--- config.mk ---
export PLATFORM = sky130hd
export DESIGN_NAME = fetch_pc_unit
export DESIGN_NICKNAME = d
export VERILOG_FILES = /design/src/rtl/fetch_pc_unit.sv
export SDC_FILE = /design/constraint.sdc
export NUM_CORES = 1
export LEC_CHECK = 0
export CAP_MARGIN = 20
export CELL_PAD_IN_SITES_DETAIL_PLACEMENT = 0
export CELL_PAD_IN_SITES_GLOBAL_PLACEMENT = 1
export CORE_MARGIN = 3
export CORE_UTILIZATION = 39
export CTS_CLUSTER_SIZE = 25
export DETAILED_ROUTE_END_ITERATION = 8
export PLACE_DENSITY_LB_ADDON = 0.1
export SYNTH_ARGS = -nofsm -noshare
export SYNTH_HDL_FRONTEND = slang
export SYNTH_SLANG_ARGS = --single-unit
--- constraint.sdc ---
create_clock -name clk -period 8.4 [get_ports clk]
set_input_delay 1.68 -clock clk [delete_from_list [all_inputs] [get_ports clk]]
set_output_delay 1.68 -clock clk [all_outputs]
set_load 0.03 [all_outputs]
--- src/rtl/fetch_pc_unit.sv ---
// Fetch front end: owns the PC, issues one imem request at a time, holds the fetched instruction for decode.
// Latency: request to if_valid is gnt + rvalid + 1 cycle; a downstream stall (if_ready low) freezes everything in S_HOLD.
module fetch_pc_unit #(
    parameter logic [31:0] RESET_PC  = 32'h0000_0000,
    parameter logic [31:0] NOP_INSTR = 32'h0000_0013
) (
    input  logic        clk,
    input  logic        rst,
    input  logic        redirect_valid,
    input  logic [31:0] redirect_target,
    output logic        imem_req,
    output logic [31:0] imem_addr,
    input  logic        imem_gnt,
    input  logic        imem_rvalid,
    input  logic [31:0] imem_rdata,
    output logic        if_valid,
    input  logic        if_ready,
    output logic [31:0] if_pc,
    output logic [31:0] if_instr,
    output logic        misalign
);

    typedef enum logic [1:0] {S_IDLE, S_REQ, S_RESP, S_HOLD} state_t;

    state_t      state_q, state_d;
    logic [31:0] pc_q, pc_d;
    logic [31:0] req_pc_q, req_pc_d;
    logic [31:0] if_pc_q, if_pc_d;
    logic [31:0] if_instr_q, if_instr_d;
    logic        kill_q, kill_d;
    logic        if_valid_q, if_valid_d;
    logic        misalign_q, misalign_d;

    always_ff @(posedge clk or posedge rst) begin
        if (rst) begin
            state_q    <= S_IDLE;
            pc_q       <= RESET_PC;
            req_pc_q   <= RESET_PC;
            if_pc_q    <= 32'h0;
            if_instr_q <= NOP_INSTR;
            kill_q     <= 1'b0;
            if_valid_q <= 1'b0;
            misalign_q <= 1'b0;
        end else begin
            state_q    <= state_d;
            pc_q       <= pc_d;
            req_pc_q   <= req_pc_d;
            if_pc_q    <= if_pc_d;
            if_instr_q <= if_instr_d;
            kill_q     <= kill_d;
            if_valid_q <= if_valid_d;
            misalign_q <= misalign_d;
        end
    end

    always_comb begin
        state_d    = state_q;
        pc_d       = pc_q;
        req_pc_d   = req_pc_q;
        if_pc_d    = if_pc_q;
        if_instr_d = if_instr_q;
        kill_d     = kill_q;
        if_valid_d = if_valid_q;
        misalign_d = 1'b0;

        if (redirect_valid) begin
            pc_d       = {redirect_target[31:2], 2'b00};
            misalign_d = |redirect_target[1:0];
            case (state_q)
                S_IDLE: state_d = S_REQ;
                S_REQ: begin
                    // A request granted this cycle still owes a response that must be dropped.
                    if (imem_gnt) begin
                        kill_d  = 1'b1;
                        state_d = S_RESP;
                    end
                end
                S_RESP: begin
                    if (imem_rvalid) begin
                        kill_d  = 1'b0;
                        state_d = S_REQ;
                    end else begin
                        kill_d = 1'b1;
                    end
                end
                default: begin
                    if_valid_d = 1'b0;
                    if_instr_d = NOP_INSTR;
                    state_d    = S_REQ;
                end
            endcase
        end else begin
            case (state_q)
                S_IDLE: state_d = S_REQ;
                S_REQ: begin
                    if (imem_gnt) begin
                        req_pc_d = pc_q;
                        pc_d     = pc_q + 32'd4;
                        state_d  = S_RESP;
                    end
                end
                S_RESP: begin
                    if (imem_rvalid) begin
                        if (kill_q) begin
                            kill_d  = 1'b0;
                            state_d = S_REQ;
                        end else begin
                            if_instr_d = imem_rdata;
                            if_pc_d    = req_pc_q;
                            if_valid_d = 1'b1;
                            state_d    = S_HOLD;
                        end
                    end
                end
                default: begin
                    if (if_ready) begin
                        if_valid_d = 1'b0;
                        if_instr_d = NOP_INSTR;
                        state_d    = S_REQ;
                    end
                end
            endcase
        end
    end

    assign imem_req  = (state_q == S_REQ);
    assign imem_addr = pc_q;
    assign if_valid  = if_valid_q;
    assign if_pc     = if_pc_q;
    assign if_instr  = if_instr_q;
    assign misalign  = misalign_q;

endmodule

==> run metrics <==
number of vias per cell 5.12; sw frac 0.324; Hold Vio Cnt, Final 0; Tightest Hold Check Type reg2reg; Worst-Skew Late Latency 0.41 ns; Core ar. 13400 sq um; worst clock skew 0.00841 ns; FF+latch count, synth 127; cts bufs inserted 17; Power Density 323 nW/um^2; final WL 13500 um; vias in the first global route 4159; DP Area 7190 sq um; Avg Cell Area, Syn 11.9 sq um; filler cell count 1173; first-pass GRT wire length 21400 um; CP startpoint kind input port; kind of critical path in2reg; Worst Tran Pin Value 0.954 ns; critical path required time 8.69 ns; Finished Core Util 0.587; FP Rows 42; CTS root buffer clkbuf_16; clk buf depth 2; die footprint 15300 sq um; Final #Nets 692; Syn Inst Count 456; Worst Setup Slack, final 4.13 ns; share of total power in sequential cells 0.361; VDD IR-drop max 151 uV; DR WL/cell 16.8 um; Ys Warns 0; post-CTS setup buffer count 0; Total Neg Setup Slack 0 ns; Synth async-reset ratio 1.00; Clk pin slew, worst setup/hold paths 0.06 ns; Slew Viols, Final 0; Layout area overhead 45.4%; Arr. time, crit path 4.55 ns; IO buf count 164; fin crit share 0.508; RSZ-0062 raised after global routing no; DP Wirelength 9100 um; initial antenna violation count 0; Ports 169; TritonRoute pass-1 iters 4; Clock power frac 0.313; hold slack 0.469 ns; Die W 124 um; min cycle time layout 4.27 ns; Post-CTS Hold Buffers 0; Top FF cell, synth dfrtp_1; via count 4125; DRC viols 0; overflow left after global routing 0; H-tree depth 4; Yosys top cell area share 0.574; Worst Path Max Fanout 31; status completed; largest cells by area after synthesis dfrtp_1 (57%), mux2_2 (11%), a22o_1 (4.9%); Placer Congestion 0.752; final setup vio count 0; Net Sw Power 0.823 mW; DRT iter0 DRCs 235; R2R Path Start state_q[1]; area leader, netlist dfrtp_1; Slew HR 0.362; Critical Path Start redirect_valid; Post-synth EDFFs 0; clock sinks 127; Resized cells post-CTS 0; GRT Total Usage 0.182; Critical Path Sink Type flip-flop; Antenna diodes 0; die height 124 um; Antenna Violating Nets Remaining 0; hold_sp if_instr[1]; worst slack, placed 3.66 ns; initial core utilization 0.404; fmax 0.234 GHz; largest net degree at the start of global routing 70; CTS tree built; Synth cell types 42; max cap viols 0; Post-Syn Area 5410 sq um; Int Pwr 1.72 mW; Gate power share 0.326; Leak 3.41 nW; post-synthesis sequential area ratio 0.588; Post-Layout Inst Area 7870 sq um; share of cells above drive strength 1 0.160
[routing by layer]
layer	vias up	GRT usage	wire length, um
met5	-	0	0
met4	0	0.0651	120
met3	8	0.0713	1060
met2	123	0.274	6330
met1	2034	0.240	6000
li1	1960	-	-
[path summary, 6_finish.rpt]
| check | to | slack (ns) | cells past startpoint |
|---|---|---|---|
| min in group asynchronous | if_instr[17] | 1.76 | 2 |
| max in group asynchronous | req_pc_q[25] | 5.29 | 3 |
| max reg2reg | imem_addr[31] | 5.51 | 6 |
| max | if_pc[12] | 4.13 | 5 |
| min | if_instr[1] | 0.47 | 2 |
| min reg2reg | if_instr[1] | 0.47 | 2 |
[area by class of cell]
cell class	instances	area (sq um)	share of cell area
Clock buffer	21	470	0.0598
Timing Repair Buffer	169	1700	0.216
Clock inverter	11	178	0.0226
Tap cell	176	220	0.0280
Sequential cell	127	3180	0.405
Inverter	18	70.1	0.00891
Multi-Input combinational cell	284	2050	0.260
[critical path, cell delays in order]
cell and delay (ns):
clkdlybuf4s50_1 0.90, nor3b_1 0.49, and2_1 0.67, buf_4 0.41
mux2_2 0.38
[cells in the final DEF, fill, tap and decap left out, types with 4 or more instances in the layout]
cell type / n
nand4_1: 4
a21oi_1: 4
mux2_2: 54
nor3_1: 4
buf_4: 4
conb_1: 4
ha_1: 5
o31ai_1: 8
a31oi_1: 18
or3_1: 9
clkdlybuf4s50_1: 164
nand2_1: 30
a22oi_1: 4
xnor2_1: 8
nor2_1: 23
or4_1: 11
nand3_1: 10
a22o_1: 30
inv_1: 17
and3_1: 4
bufinv_16: 4
dfrtp_1: 124
clkbuf_16: 17
o21ai_0: 29
[power by group through the flow]
stage	sequential (mW)	clock, mW	combinational (mW)
4_1_cts	0.921	0.815	0.828
2_1_floorplan	1.12	0	0.285
3_5_place_dp	0.928	0	0.825
5_1_grt	0.944	0.841	0.890
6_report	0.918	0.795	0.828
3_3_place_gp	0.921	0	0.811
[Yosys cell counts (5+ instances only)]
library cell	n
xnor2_1	8
or3_1	9
o21ai_0	29
dfrtp_1	124
ha_1	5
nand3_1	11
a31oi_1	18
buf_2	5
a22o_1	30
nor2_1	23
inv_1	18
clkbuf_1	19
nand2_1	30
mux2_2	54
o31ai_1	8
or4_1	11
[metrics by stage]
stage,instances,power (mW)
after global placement,773,1.73
after floorplan,459,1.40
after detailed placement,773,1.75
final,806,2.54
after global routing,806,2.67
after CTS,805,2.56
[flip-flops by register name, summed over array words and instances (netlist names)]
signal,count
if_valid,1
req_pc_q,30
kill_q,1
state_q,2
if_pc,30
misalign,1
if_instr,32
imem_addr,30
[cells by family after synthesis]
family          share of synthesized area
flops                               0.588
simple gates                        0.106
compound gates                      0.124
mux                                 0.114
buf+inv                            0.0373
xor+xnor                           0.0178
fa+ha+maj                          0.0116
other cells                      0.000693
Note: power is estimated with default switching activity, not from simulation.
